### config.mk
export PLATFORM = sky130hd
export DESIGN_NAME = pc_seq_flat
export DESIGN_NICKNAME = d
export VERILOG_FILES = /design/src/rtl/pc_pkg.sv /design/src/rtl/pc_seq_if.sv /design/src/rtl/pc_ras.sv /design/src/rtl/pc_seq.sv /design/src/flat_wrapper.sv
export SDC_FILE = /design/constraint.sdc
export NUM_CORES = 1
export LEC_CHECK = 0
export CAP_MARGIN = 10
export CORE_UTILIZATION = 52
export CTS_CLUSTER_DIAMETER = 60
export DETAILED_ROUTE_END_ITERATION = 8
export GPL_TIMING_DRIVEN = 0
export PLACE_DENSITY = 0.73
export REMOVE_ABC_BUFFERS = 1
export SLEW_MARGIN = 20
export SYNTH_ARGS = -nofsm -noshare
export SYNTH_HDL_FRONTEND = slang
export SYNTH_SLANG_ARGS = --single-unit
### constraint.sdc
create_clock -name clock -period 10.8 [get_ports clock]
set_clock_uncertainty 0.05 [all_clocks]
set_input_delay 2.16 -clock clock [delete_from_list [all_inputs] [get_ports clock]]
set_output_delay 2.16 -clock clock [all_outputs]
set_load 0.01 [all_outputs]
### src/rtl/pc_pkg.sv
// Shared definitions for the pc_seq fetch-stage program counter:
// PC-select encodings and the matching enum.
package pc_pkg;

  localparam logic [2:0] PS_HOLD   = 3'b000;
  localparam logic [2:0] PS_INC    = 3'b001;
  localparam logic [2:0] PS_BRANCH = 3'b010;
  localparam logic [2:0] PS_JUMP   = 3'b011;
  localparam logic [2:0] PS_CALL   = 3'b100;
  localparam logic [2:0] PS_RET    = 3'b101;

  // Every 3-bit code has a member, so a cast from the raw select is always legal.
  typedef enum logic [2:0] {
    SEL_HOLD   = PS_HOLD,
    SEL_INC    = PS_INC,
    SEL_BRANCH = PS_BRANCH,
    SEL_JUMP   = PS_JUMP,
    SEL_CALL   = PS_CALL,
    SEL_RET    = PS_RET,
    SEL_RSV6   = 3'b110,
    SEL_RSV7   = 3'b111
  } pc_ps_t;

endpackage

### src/rtl/pc_seq_if.sv
// Control/status bundle between the fetch controller (master) and pc_seq (slave).
interface pc_seq_if #(
  parameter int unsigned XLEN      = 32,
  parameter int unsigned RAS_DEPTH = 4
);
  localparam int unsigned CW = $clog2(RAS_DEPTH) + 1;

  logic [2:0]      ps;
  logic [XLEN-3:0] in;
  logic            stall;
  logic            trap;
  logic            err_clr;
  logic [XLEN-1:0] q;
  logic [XLEN-1:0] epc;
  logic [CW-1:0]   ras_count;
  logic            ras_empty;
  logic            ras_full;
  logic            ras_err;

  modport master (
    output ps, in, stall, trap, err_clr,
    input  q, epc, ras_count, ras_empty, ras_full, ras_err
  );

  modport slave (
    input  ps, in, stall, trap, err_clr,
    output q, epc, ras_count, ras_empty, ras_full, ras_err
  );
endinterface

### src/rtl/pc_ras.sv
// Circular return-address stack: a full push overwrites the oldest entry,
// a pop on empty leaves state unchanged; both raise a one-cycle error pulse.
module pc_ras #(
  parameter int unsigned XLEN      = 32,
  parameter int unsigned RAS_DEPTH = 4
) (
  input  logic                           clock,
  input  logic                           reset_n,
  input  logic                           push,
  input  logic                           pop,
  input  logic [XLEN-1:0]                push_data,
  output logic [XLEN-1:0]                top_data,
  output logic [$clog2(RAS_DEPTH):0]     count,
  output logic                           overflow,
  output logic                           underflow
);
  localparam int unsigned AW = $clog2(RAS_DEPTH);
  localparam int unsigned CW = AW + 1;

  logic [AW-1:0]   ptr_q, ptr_d, top_idx;
  logic [CW-1:0]   cnt_q, cnt_d;
  logic [XLEN-1:0] mem_q [RAS_DEPTH];
  logic            full, empty;

  // ptr_q addresses the next free slot; the top of stack sits just below it.
  assign top_idx   = ptr_q - AW'(1);
  assign top_data  = mem_q[top_idx];
  assign full      = (cnt_q == CW'(RAS_DEPTH));
  assign empty     = (cnt_q == '0);
  assign count     = cnt_q;
  assign overflow  = push & full;
  assign underflow = pop & empty;

  always_comb begin
    ptr_d = ptr_q;
    cnt_d = cnt_q;
    if (push) begin
      ptr_d = ptr_q + AW'(1);
      if (!full) cnt_d = cnt_q + CW'(1);
    end else if (pop && !empty) begin
      ptr_d = ptr_q - AW'(1);
      cnt_d = cnt_q - CW'(1);
    end
  end

  always_ff @(posedge clock or negedge reset_n) begin
    if (!reset_n) begin
      ptr_q <= '0;
      cnt_q <= '0;
    end else begin
      ptr_q <= ptr_d;
      cnt_q <= cnt_d;
    end
  end

  always_ff @(posedge clock) begin
    if (push) mem_q[ptr_q] <= push_data;
  end
endmodule

### src/rtl/pc_seq.sv
// Fetch-stage program counter: hold/inc/branch/jump/call/ret with trap
// redirect, stall, return-address stack and a sticky RAS error flag.
module pc_seq
  import pc_pkg::*;
#(
  parameter int unsigned     XLEN         = 32,
  parameter logic [XLEN-1:0] RESET_VECTOR = XLEN'(32'h8000_0000),
  parameter logic [XLEN-1:0] TRAP_VECTOR  = XLEN'(32'h8000_0100),
  parameter int unsigned     RAS_DEPTH    = 4
) (
  input logic      clock,
  input logic      reset_n,
  pc_seq_if.slave  bus
);
  localparam int unsigned CW = $clog2(RAS_DEPTH) + 1;

  if (RESET_VECTOR[1:0] != 2'b00) begin : g_bad_reset_vector
    $error("pc_seq: RESET_VECTOR must be word aligned");
  end
  if (TRAP_VECTOR[1:0] != 2'b00) begin : g_bad_trap_vector
    $error("pc_seq: TRAP_VECTOR must be word aligned");
  end
  if (RAS_DEPTH < 2 || (RAS_DEPTH & (RAS_DEPTH - 1)) != 0) begin : g_bad_ras_depth
    $error("pc_seq: RAS_DEPTH must be a power of two >= 2");
  end

  logic [XLEN-1:0] q_q, q_d, epc_q, epc_d, pc_inc, ras_top;
  logic            err_q, err_d;
  logic            push, pop, ovf, udf;
  logic [CW-1:0]   count;
  pc_ps_t          sel;

  assign sel    = pc_ps_t'(bus.ps);
  assign pc_inc = q_q + XLEN'(4);

  pc_ras #(
    .XLEN      (XLEN),
    .RAS_DEPTH (RAS_DEPTH)
  ) u_ras (
    .clock     (clock),
    .reset_n   (reset_n),
    .push      (push),
    .pop       (pop),
    .push_data (pc_inc),
    .top_data  (ras_top),
    .count     (count),
    .overflow  (ovf),
    .underflow (udf)
  );

  always_comb begin
    q_d   = q_q;
    epc_d = epc_q;
    push  = 1'b0;
    pop   = 1'b0;
    if (bus.trap) begin
      epc_d = q_q;
      q_d   = TRAP_VECTOR;
    end else if (!bus.stall) begin
      case (sel)
        SEL_INC:    q_d = pc_inc;
        // {in,2'b00} already equals sign_extend(in)<<2 modulo 2^XLEN.
        SEL_BRANCH: q_d = pc_inc + {bus.in, 2'b00};
        SEL_JUMP:   q_d = {bus.in, 2'b00};
        SEL_CALL: begin
          push = 1'b1;
          q_d  = {bus.in, 2'b00};
        end
        SEL_RET: begin
          pop = 1'b1;
          q_d = (count == '0) ? pc_inc : ras_top;
        end
        default: q_d = q_q;
      endcase
    end
    err_d = (ovf | udf) ? 1'b1 : (bus.err_clr ? 1'b0 : err_q);
  end

  always_ff @(posedge clock or negedge reset_n) begin
    if (!reset_n) begin
      q_q   <= RESET_VECTOR;
      epc_q <= '0;
      err_q <= 1'b0;
    end else begin
      q_q   <= q_d;
      epc_q <= epc_d;
      err_q <= err_d;
    end
  end

  assign bus.q         = q_q;
  assign bus.epc       = epc_q;
  assign bus.ras_count = count;
  assign bus.ras_empty = (count == '0);
  assign bus.ras_full  = (count == CW'(RAS_DEPTH));
  assign bus.ras_err   = err_q;
endmodule

### src/flat_wrapper.sv
// flat-port wrapper written by rule: the top's interface ports become plain ports
module pc_seq_flat import pc_pkg::*;
#(
  parameter int unsigned     XLEN         = 32,
  parameter logic [XLEN-1:0] RESET_VECTOR = XLEN'(32'h8000_0000),
  parameter logic [XLEN-1:0] TRAP_VECTOR  = XLEN'(32'h8000_0100),
  parameter int unsigned     RAS_DEPTH    = 4
)
  (clock, reset_n, bus_ps, bus_in, bus_stall, bus_trap, bus_err_clr, bus_q, bus_epc, bus_ras_count, bus_ras_empty, bus_ras_full, bus_ras_err);
  pc_seq_if #(.XLEN(XLEN), .RAS_DEPTH(RAS_DEPTH)) bus_i ();
  input logic clock;
  input logic reset_n;
  input wire logic [$bits(bus_i.ps)-1:0] bus_ps;
  input wire logic [$bits(bus_i.in)-1:0] bus_in;
  input wire logic [$bits(bus_i.stall)-1:0] bus_stall;
  input wire logic [$bits(bus_i.trap)-1:0] bus_trap;
  input wire logic [$bits(bus_i.err_clr)-1:0] bus_err_clr;
  output wire logic [$bits(bus_i.q)-1:0] bus_q;
  output wire logic [$bits(bus_i.epc)-1:0] bus_epc;
  output wire logic [$bits(bus_i.ras_count)-1:0] bus_ras_count;
  output wire logic [$bits(bus_i.ras_empty)-1:0] bus_ras_empty;
  output wire logic [$bits(bus_i.ras_full)-1:0] bus_ras_full;
  output wire logic [$bits(bus_i.ras_err)-1:0] bus_ras_err;
  assign bus_i.ps = bus_ps;
  assign bus_i.in = bus_in;
  assign bus_i.stall = bus_stall;
  assign bus_i.trap = bus_trap;
  assign bus_i.err_clr = bus_err_clr;
  assign bus_q = bus_i.q;
  assign bus_epc = bus_i.epc;
  assign bus_ras_count = bus_i.ras_count;
  assign bus_ras_empty = bus_i.ras_empty;
  assign bus_ras_full = bus_i.ras_full;
  assign bus_ras_err = bus_i.ras_err;
  pc_seq #(.XLEN(XLEN), .RESET_VECTOR(RESET_VECTOR), .TRAP_VECTOR(TRAP_VECTOR), .RAS_DEPTH(RAS_DEPTH)) u_core (.clock(clock), .reset_n(reset_n), .bus(bus_i));
endmodule
==> results.ini, run 1 <==
[timing]
period_minus_slack_ns=4.91
tightest_slew_ns=0.968
setup_ws_ns=5.89
final_hold_viol_count=0
max_slew_margin_pct=35.5
rsz0062_at_grt=false
fin_crit_sh_pct=45.5
maxSlewViolCount=0
max_freq_mhz=204
tns_ns=0
hold_slack_ns=0.456
setup_violations=0

[global_routing]
grtUsageTotal_pct=26.4
grt_antenna_before_repair=0
grt_first_pass_wirelength_mm=39.3
grt-ovfl-total=0
grt_start_max_net_pins=50
grt_pass1_vias=7145

[power]
vdd_drop_max_v=0.000112
p_leak_nw=4.64
totalPowerFinal_mw=2.18
power.density_nw_per_um2=178

[detailed_routing]
dr.pass1.iters=7
top_layer=met4
routed_via_density=6.22
m1WireLength_mm=10.6
routed_wl_mm=25.3
drtIter0Drc=752
wl_per_cell_um=22.0
route.met2.wl_mm=12.5
ant_nets=0
vias=7174
drc_errors=0
met3_length_mm=1.74

[clock_tree]
cts_resized=0
hold_buffers=0
post_cts_buffers=0
path_clk_slew_ns=0.07
insertion_delay_ns=0.44
cts_sinks=198
cts_made_buffers=17
clockBufferDepth=2
cts_tree=yes
htreeDepth=4
root_buffer=clkbuf_16

[logic_synthesis]
postSynthAreaPerCell_sq_um=13.0
synthArstFlopShare_pct=35.4
yosys_most_used_dff=edfxtp_1
synthDistinctLibCells=62
synth_area_sq_um=10100
synth.area.top_cells=edfxtp_1, dfrtp_1, mux4_2
ys_warn_count=0
yosysTopAreaCellShare_pct=38.1
yosys.area.top_type=edfxtp_1
ys_ff_latch=198
seq_area_frac_synth_pct=55.4
synth_edf_count=128
syn_inst=776

[placed_design]
io_buffers=107
dpl.hpwl_mm=17.9
pre_cts_ws_ns=5.46
place.gp.congestion=0.955
placedCellCount=1121
placed_area_sq_um=11700

[floorplanning]
io_pins=108
die_w_um=141
die-area_sq_um=20000
fp.dieH_um=141
rows=50
initial_core_util_pct=53.4
core_sq_um=18900

[worst_setup_path]
critPathTopFamily=compound AO/OA/AOI/OAI gates
critPathSlowestCell=or4_4
slowest_delay_ns=0.45
cp_max_fo=7
crit_buf_inv=2
worstSetupPathType=in -> reg
startpoint_type=input port
crit_chain=clkdlybuf4s50_1 -> ha_1 -> inv_1 -> fa_1 -> nor2b_1 -> o31a_1 -> or4_4 -> a31oi_4 -> o21ai_1 -> a21oi_2 -> nor3b_1 -> o31ai_1 -> nand2_1
crit_path_end_kind=flip-flop
critical_path_required_ns=11.07
cp.arrival_ns=5.18

[layout]
areaGrowthSynthToFinish_pct=21.2
final_cell_mix=edfxtp_1, clkdlybuf4s50_1, dfrtp_1, nand2_1, o21ai_0
area.sequential_sq_um=5600
antennaDiodeCount=0
drive_above_1_share_pct=14.8
final_common_cell=edfxtp_1
nets=960
final_cell_area_sq_um=12200
utilization_pct=64.8
layout.cells.non_filler=1153
multiInputGateArea_sq_um=4340
fill_cells=1385

[hold_path]
hold_path.class=reg -> reg

[outcome]
run_status=finished, final reports clean

[run]
cap_violations=0

==> worst register-to-register path: stages (launching register included) <==
cell and delay (ns):
dfrtp_1 0.47, ha_1 0.30, nand4_1 0.21, nor4_2 0.70, nand2b_1 0.32, nor2_1 0.19, xor2_1 0.37, ha_1 0.37
a21oi_1 0.19, o21ai_0 0.15, a21oi_1 0.25, nor3b_1 0.12, a21oi_1 0.26, o41ai_1 0.13, or3_1 0.36, a21oi_1 0.16
nor2_1 0.06
==> registers in the layout, summed over array words and instances, names as in the netlist <==
signal              flops
u_core.u_ras.count      3
u_core.bus.q           32
u_core.u_ras.mem_q    128
u_core.u_ras.ptr_q      2
u_core.bus.epc         32
u_core.bus.ras_err      1
==> routing by layer <==
layer / GRT usage (%) / up-vias
li1: - / 3222
met1: 35.3 / 3573
met2: 44.3 / 330
met3: 3.98 / 49
met4: 8.70 / 0
met5: 0 / -
==> Yosys cell counts (3+ instances only) <==
master     number
buf_1           7
mux4_2         32
inv_1          13
a222oi_1       21
a21o_1         14
a21oi_1        39
and2_1          8
nand4_1         6
a221o_1         4
nor3b_1         3
or3_1           6
nand3_1        21
ha_1           40
o21a_1          3
mux2_2         33
nand2_1        48
nor3_1         11
a211oi_1        5
o21ai_1         7
xor2_1         28
a22oi_1         7
o211ai_1        6
o22ai_1         3
xnor2_1        27
nand2b_1        6
dfrtp_1        69
o31ai_1         3
o21ai_0        45
a22o_1          8
nand3b_1        4
edfxtp_1      128
and4_1          4
nor2b_1         6
a221oi_1        3
and3_1          6
o221ai_1        3
nor2_1         41
clkbuf_1       25
a2bb2oi_1       3
==> cells by family after synthesis <==
family	count (synthesis)	share of synthesized area, %
AO/OA/AOI/OAI	191	13.0
XOR/XNOR	55	4.77
adder cells (fa/ha/maj)	42	5.35
buffers and inverters	49	1.92
flip-flops	198	55.4
multiplexers	66	10.9
AND/OR/NAND/NOR	175	8.58
==> area by class of cell <==
cell class / instances / area share [%]
clock inverters: 14 / 1.22
well taps: 260 / 2.66
clock buffers: 18 / 3.51
multi-input cells: 529 / 35.4
inverters: 13 / 0.399
flip-flops and latches: 198 / 45.8
repair buffers: 121 / 11.0
==> path summary, 6_finish.rpt <==
kind / startpoint / to / slack [ns] / depth (start not counted)
worst max-delay path: bus_in[0] / u_core.bus.q[24] / 5.89 / 13
worst min-delay path: u_core.bus.epc[0] / u_core.bus.epc[0] / 0.46 / 1
worst max register to register: u_core.bus.q[2] / u_core.bus.q[31] / 6.08 / 16
worst min register to register: u_core.bus.epc[0] / u_core.bus.epc[0] / 0.46 / 1
max in group asynchronous: reset_n / u_core.bus.q[31] / 8.49 / 2
min in group asynchronous: reset_n / u_core.u_ras.ptr_q[1] / 1.57 / 1
==> power breakdown <==
part / total [mW] / switching (mW) / internal [mW]
Sequential: 0.913 / 0.0589 / 0.854
Combinational: 0.638 / 0.308 / 0.330
Clock: 0.628 / 0.285 / 0.343
Power figures use the tool's default switching activity.
==> inputs of run 2 (changes only) <==
==> constraint.sdc (replaced) <==
create_clock -name clock -period 4.6 [get_ports clock]
set_clock_uncertainty 0.05 [all_clocks]
set_input_delay 0.92 -clock clock [delete_from_list [all_inputs] [get_ports clock]]
set_output_delay 0.92 -clock clock [all_outputs]
set_load 0.01 [all_outputs]
==> results.ini, run 2 (synthesis results as in run 1) <==
[outcome]
run_status=finished, final reports clean  ; unchanged

[global_routing]
grt-ovfl-total=0  ; unchanged
grt_start_max_net_pins=50  ; unchanged
met3_usage_pct=3.98  ; unchanged
grt_busiest_layer=met2  ; unchanged
grtUsageMet1_pct=35.4  ; was 35.3%
grt_antenna_before_repair=0  ; unchanged
met2_usage_pct=44.4  ; was 44.3%
grt_pass1_vias=7151  ; was 7145
grtUsageTotal_pct=26.4  ; about the same
grt_first_pass_wirelength_mm=39.4  ; was 39.3 mm

[floorplanning]
rows=50  ; unchanged
io_pins=108  ; unchanged
initial_core_util_pct=53.4  ; unchanged
die_w_um=141  ; unchanged
fp.dieH_um=141  ; unchanged
die-area_sq_um=20000  ; unchanged
core_sq_um=18900  ; unchanged

[placed_design]
place.gp.congestion=0.955  ; unchanged
dpl.hpwl_mm=17.9  ; unchanged
io_buffers=107  ; unchanged
placed_area_sq_um=11700  ; unchanged

[detailed_routing]
routed_wl_mm=25.4  ; was 25.3 mm
wl_per_cell_um=22.0  ; about the same
drc_errors=0  ; unchanged
vias=7130  ; was 7174
ant_nets=0  ; unchanged
dr.pass1.iters=8  ; was 7
drtIter0Drc=701  ; was 752
routed_via_density=6.17  ; was 6.22

[layout]
antennaDiodeCount=0  ; unchanged
nets=963  ; was 960
areaGrowthSynthToFinish_pct=21.6  ; was 21.2%
largest_reg_flops=128  ; unchanged
final_cell_area_sq_um=12300  ; was 12200 sq um
final_common_cell=edfxtp_1  ; unchanged
final_cell_mix=edfxtp_1, clkdlybuf4s50_1, dfrtp_1, nand2_1, o21ai_0  ; unchanged
top_register=u_core.u_ras.mem_q  ; unchanged
utilization_pct=65.0  ; was 64.8%
drive_above_1_share_pct=15.2  ; was 14.8%

[clock_tree]
clockBufferDepth=2  ; unchanged
cts_tree=yes  ; unchanged
cts_sinks=198  ; unchanged
path_clk_slew_ns=0.07  ; about the same
htreeDepth=4  ; unchanged
cts_made_buffers=17  ; unchanged
insertion_delay_ns=0.44  ; about the same
root_buffer=clkbuf_16  ; unchanged
hold_buffers=0  ; unchanged

[timing]
maxSlewViolCount=0  ; unchanged
tightest_slew_ns=0.933  ; was 0.968 ns
fin_crit_sh_pct=92.3
rsz0062_at_grt=false  ; unchanged
setup_violations=0  ; unchanged
final_hold_viol_count=0  ; unchanged
period_minus_slack_ns=4.25
max_slew_margin_pct=37.8  ; was 35.5%
max_freq_mhz=235

[worst_setup_path]
worst_path_most_repeated_cell=a21oi_1
slowest_delay_ns=0.46  ; was 0.45 ns
critPathSlowestCell=dfrtp_1  ; was or4_4
startpoint_type=flip-flop  ; was input port
critical_path_required_ns=4.92  ; was 11.07 ns
crit_buf_inv=1  ; was 2
crit_path_end_kind=flip-flop  ; unchanged
cp.arrival_ns=4.56  ; was 5.18 ns
critPathTopFamily=simple AND/OR/NAND/NOR gates  ; was compound AO/OA/AOI/OAI gates
crit_chain=ha_1 -> nand4_1 -> nor4_4 -> buf_4 -> nand2b_1 -> nor2_1 -> xor2_1 -> ha_1 -> a21oi_1 -> o21ai_0 -> a21oi_1 -> nor3b_1 -> a21oi_1 -> o41ai_1 -> or3_1 -> a21oi_1 -> nor2_1  ; was clkdlybuf4s50_1 -> ha_1 -> inv_1 -> fa_1 -> nor2b_1 -> o31a_1 -> or4_4 -> a31oi_4 -> o21ai_1 -> a21oi_2 -> nor3b_1 -> o31ai_1 -> nand2_1
cp_max_fo=6  ; was 7
worstSetupPathType=reg -> reg  ; was in -> reg

[run]
cap_violations=0  ; unchanged

[power]
power.density_nw_per_um2=417  ; was 178 nW/um^2
vdd_drop_max_v=0.000261  ; was 0.000112 V
p_leak_nw=4.68  ; was 4.64 nW
totalPowerFinal_mw=5.12  ; was 2.18 mW

[hold_path]
hold_path.class=in -> async  ; was reg -> reg

==> run 2: cell count changes in the layout (fill, tap and decap cells not counted) <==
cell / change
buf_4: +3
nor4_2: -1
nor4_4: +1
xnor2_1: -1
xnor2_2: +1
==> run 2: what timing repair did <==
item / 4_1_cts / 5_1_grt
buffers inserted: 0 / 3
pin swaps: 0 / 1
gates resized for setup: 1 / 1
hold endpoints to repair: 0 / 0
endpoints found under the setup margin: 1 / 4
==> run 2: worst register-to-register path, stage by stage, from the launching register on <==
cell,delay (ns)
dfrtp_1,0.46
ha_1,0.30
nand4_1,0.26
nor4_4,0.20
buf_4,0.18
nand2b_1,0.16
nor2_1,0.17
xor2_1,0.37
ha_1,0.37
a21oi_1,0.19
o21ai_0,0.15
a21oi_1,0.25
nor3b_1,0.12
a21oi_1,0.25
o41ai_1,0.12
or3_1,0.35
a21oi_1,0.16
nor2_1,0.06
==> run 2: worst paths after layout <==
kind                            slack, ns  cells past startpoint               from                    end
worst min register to register       0.46                      1  u_core.bus.epc[0]      u_core.bus.epc[0]
worst max-delay path                 0.35                     17    u_core.bus.q[2]       u_core.bus.q[31]
max in group asynchronous            3.53                      2            reset_n       u_core.bus.q[31]
min in group clock                   0.46                      1  u_core.bus.epc[0]      u_core.bus.epc[0]
worst max register to register       0.35                     17    u_core.bus.q[2]       u_core.bus.q[31]
worst min-delay path                 0.33                      1            reset_n  u_core.u_ras.ptr_q[1]
==> run 2: power breakdown <==
part | leakage [nW] | switching, mW | internal [mW]
combinational | 2.30 | 0.728 | 0.775
clock | 0.271 | 0.665 | 0.806
sequential | 2.11 | 0.139 | 2.00
==> run 2: layer usage <==
layer / wire length [um] / vias up
met4: 460 / 0
met3: 1640 / 38
met2: 12500 / 283
met1: 10800 / 3584
li1: - / 3225
met5: 0 / -
==> run 2: final cells by class <==
class / instances / area, sq um
clock inverters: 14 / 149
flip-flops and latches: 198 / 5600
clock buffers: 18 / 429
inverters: 13 / 48.8
multi-input cells: 529 / 4350
repair buffers: 124 / 1370
fillers: 1378 / 6620
well taps: 260 / 325
==> run 2: metrics by stage <==
step | worst slack, ns | std cells | setup TNS (ns) | hold WS (ns)
after floorplan | 0.646 | 740 | 0 | 0.489
after global placement | -2.00 | 1107 | -171.36 | 0.439
after detailed placement | -0.0156 | 1121 | -0.0156 | 0.445
after CTS | 0.127 | 1153 | 0 | 0.335
after global routing | 0.00902 | 1156 | 0 | 0.354
final | 0.353 | 1156 | 0 | 0.331
==> inputs of run 3 (changes only) <==
--- a/config.mk
+++ b/config.mk
@@ -12,6 +12,7 @@
 export GPL_TIMING_DRIVEN = 0
 export PLACE_DENSITY = 0.73
 export REMOVE_ABC_BUFFERS = 1
+export SKIP_CTS_REPAIR_TIMING = 1
 export SLEW_MARGIN = 20
 export SYNTH_ARGS = -nofsm -noshare
 export SYNTH_HDL_FRONTEND = slang
==> results.ini, run 3 (synthesis results as in run 1) <==
[detailed_routing]
routed_via_density=6.23  ; was 6.17
dr.pass1.iters=5  ; was 8
wl_per_cell_um=21.9  ; was 22.0 um
drtIter0Drc=698  ; was 701
ant_nets=0  ; unchanged
routed_wl_mm=25.3  ; was 25.4 mm
drc_errors=0  ; unchanged
vias=7203  ; was 7130

[run]
cap_violations=0  ; unchanged

[layout]
final_common_cell=edfxtp_1  ; unchanged
top_register=u_core.u_ras.mem_q  ; unchanged
nets=963  ; unchanged
layout.cells.non_filler=1156  ; unchanged
utilization_pct=65.0  ; unchanged
areaGrowthSynthToFinish_pct=21.6  ; unchanged
drive_above_1_share_pct=15.2  ; unchanged
final_cell_mix=edfxtp_1, clkdlybuf4s50_1, dfrtp_1, nand2_1, o21ai_0  ; unchanged
largest_reg_flops=128  ; unchanged
antennaDiodeCount=0  ; unchanged
final_cell_area_sq_um=12300  ; unchanged

[floorplanning]
die-area_sq_um=20000  ; unchanged
initial_core_util_pct=53.4  ; unchanged
fp.dieH_um=141  ; unchanged
io_pins=108  ; unchanged
die_w_um=141  ; unchanged
core_sq_um=18900  ; unchanged
rows=50  ; unchanged

[power]
power.density_nw_per_um2=417  ; about the same
pwr-share-clk_pct=28.8  ; was 28.7%
vdd_drop_max_v=0.000262  ; was 0.000261 V
seqPwrFrac_pct=41.9  ; about the same
p_leak_nw=4.68  ; unchanged
totalPowerFinal_mw=5.12  ; about the same
combinationalPowerShare_pct=29.3  ; was 29.4%
power.net_switching_mw=1.53  ; about the same
intPower_mw=3.58  ; was 3.59 mW
swShare_pct=30.0  ; was 29.9%

[worst_setup_path]
reg2reg_from=u_core.bus.q[2]  ; unchanged
critPathSlowestCell=dfrtp_1  ; unchanged
worstSetupPathType=reg -> reg  ; unchanged
startpoint=u_core.bus.q[2]  ; unchanged
cp_max_fo=9  ; was 6
slowest_delay_ns=0.47  ; was 0.46 ns
critical_path_required_ns=4.91  ; was 4.92 ns
critPathTopFamily=simple AND/OR/NAND/NOR gates  ; unchanged
crit_chain=ha_1 -> nand4_1 -> nor4_4 -> buf_4 -> nand2b_1 -> nor2_1 -> and4_1 -> xor2_1 -> ha_1 -> a21o_1 -> a21oi_1 -> nand2_1 -> a211o_1 -> o41ai_1 -> o211ai_1 -> a21oi_1 -> nor2_1  ; was ha_1 -> nand4_1 -> nor4_4 -> buf_4 -> nand2b_1 -> nor2_1 -> xor2_1 -> ha_1 -> a21oi_1 -> o21ai_0 -> a21oi_1 -> nor3b_1 -> a21oi_1 -> o41ai_1 -> or3_1 -> a21oi_1 -> nor2_1
startpoint_type=flip-flop  ; unchanged
crit_path_end_kind=flip-flop  ; unchanged
crit_buf_inv=1  ; unchanged
cp.arrival_ns=4.55  ; was 4.56 ns

[global_routing]
grt-ovfl-total=0  ; unchanged
grt_pass1_vias=7145  ; was 7151
grtUsageTotal_pct=26.4  ; about the same
grt_antenna_before_repair=0  ; unchanged
grt_first_pass_wirelength_mm=39.3  ; was 39.4 mm
grt_start_max_net_pins=50  ; unchanged

[clock_tree]
clockBufferDepth=2  ; unchanged
cts_tree=yes  ; unchanged
path_clk_slew_ns=0.07  ; about the same
htreeDepth=4  ; unchanged
cts_sinks=198  ; unchanged
insertion_delay_ns=0.44  ; about the same
root_buffer=clkbuf_16  ; unchanged
cts_made_buffers=17  ; unchanged

[placed_design]
io_buffers=107  ; unchanged
place.gp.congestion=0.955  ; unchanged
pre_cts_ws_ns=-0.0156  ; unchanged
placedCellCount=1121  ; unchanged
placed_area_sq_um=11700  ; unchanged
dpl.hpwl_mm=17.9  ; unchanged

[timing]
tns_ns=0  ; unchanged
final_hold_viol_count=0  ; unchanged
max_slew_margin_pct=37.2  ; was 37.8%
fin_crit_sh_pct=92.2  ; was 92.3%
hold_slack_ns=0.331  ; about the same
maxSlewViolCount=0  ; unchanged
max_freq_mhz=236  ; was 235 MHz
period_minus_slack_ns=4.24  ; was 4.25 ns
setup_violations=0  ; unchanged
tightest_slew_ns=0.943  ; was 0.933 ns
rsz0062_at_grt=false  ; unchanged
setup_ws_ns=0.360  ; was 0.353 ns

[hold_path]
hold_path.class=in -> async  ; unchanged

[outcome]
run_status=finished, final reports clean  ; unchanged

run 3: per-layer routing:
metal / up-vias / global-route usage, % / share of wire, %
met5: - / 0 / 0
met4: 0 / 8.70 / 1.8
met3: 43 / 3.98 / 6.6
met2: 321 / 44.3 / 50
met1: 3612 / 35.3 / 42
li1: 3227 / - / -
run 3: area by class of cell:
type / count / area (sq um)
Inverter: 13 / 48.8
Sequential cell: 198 / 5600
Multi-Input combinational cell: 529 / 4350
Clock inverter: 14 / 149
Tap cell: 260 / 325
Timing Repair Buffer: 124 / 1370
Clock buffer: 18 / 429
Fill cell: 1378 / 6620
run 3: path summary, 6_finish.rpt:
check | end | slack [ns] | cells after the start
min in group clock | u_core.bus.epc[0] | 0.46 | 1
worst min-delay path | u_core.u_ras.ptr_q[1] | 0.33 | 1
worst max-delay path | u_core.bus.q[31] | 0.36 | 17
worst min register to register | u_core.bus.epc[0] | 0.46 | 1
max in group asynchronous | u_core.bus.q[31] | 3.54 | 2
worst max register to register | u_core.bus.q[31] | 0.36 | 17
run 3: worst reg2reg max path: stages, from the launching register on:
cell and delay (ns):
dfrtp_1 0.47, ha_1 0.30, nand4_1 0.26, nor4_4 0.20, buf_4 0.18, nand2b_1 0.16, nor2_1 0.28, and4_1 0.30
xor2_1 0.37, ha_1 0.41, a21o_1 0.20, a21oi_1 0.22, nand2_1 0.08, a211o_1 0.23, o41ai_1 0.07, o211ai_1 0.15
a21oi_1 0.17, nor2_1 0.06
run 3: power by group through the flow:
stage | sequential, mW | clock (mW) | combinational (mW)
final | 2.14 | 1.48 | 1.50
after global routing | 2.16 | 1.56 | 1.61
after global placement | 2.22 | 0 | 1.36
after CTS | 2.14 | 1.49 | 1.50
after floorplan | 2.21 | 0 | 0.888
after detailed placement | 2.18 | 0 | 1.49
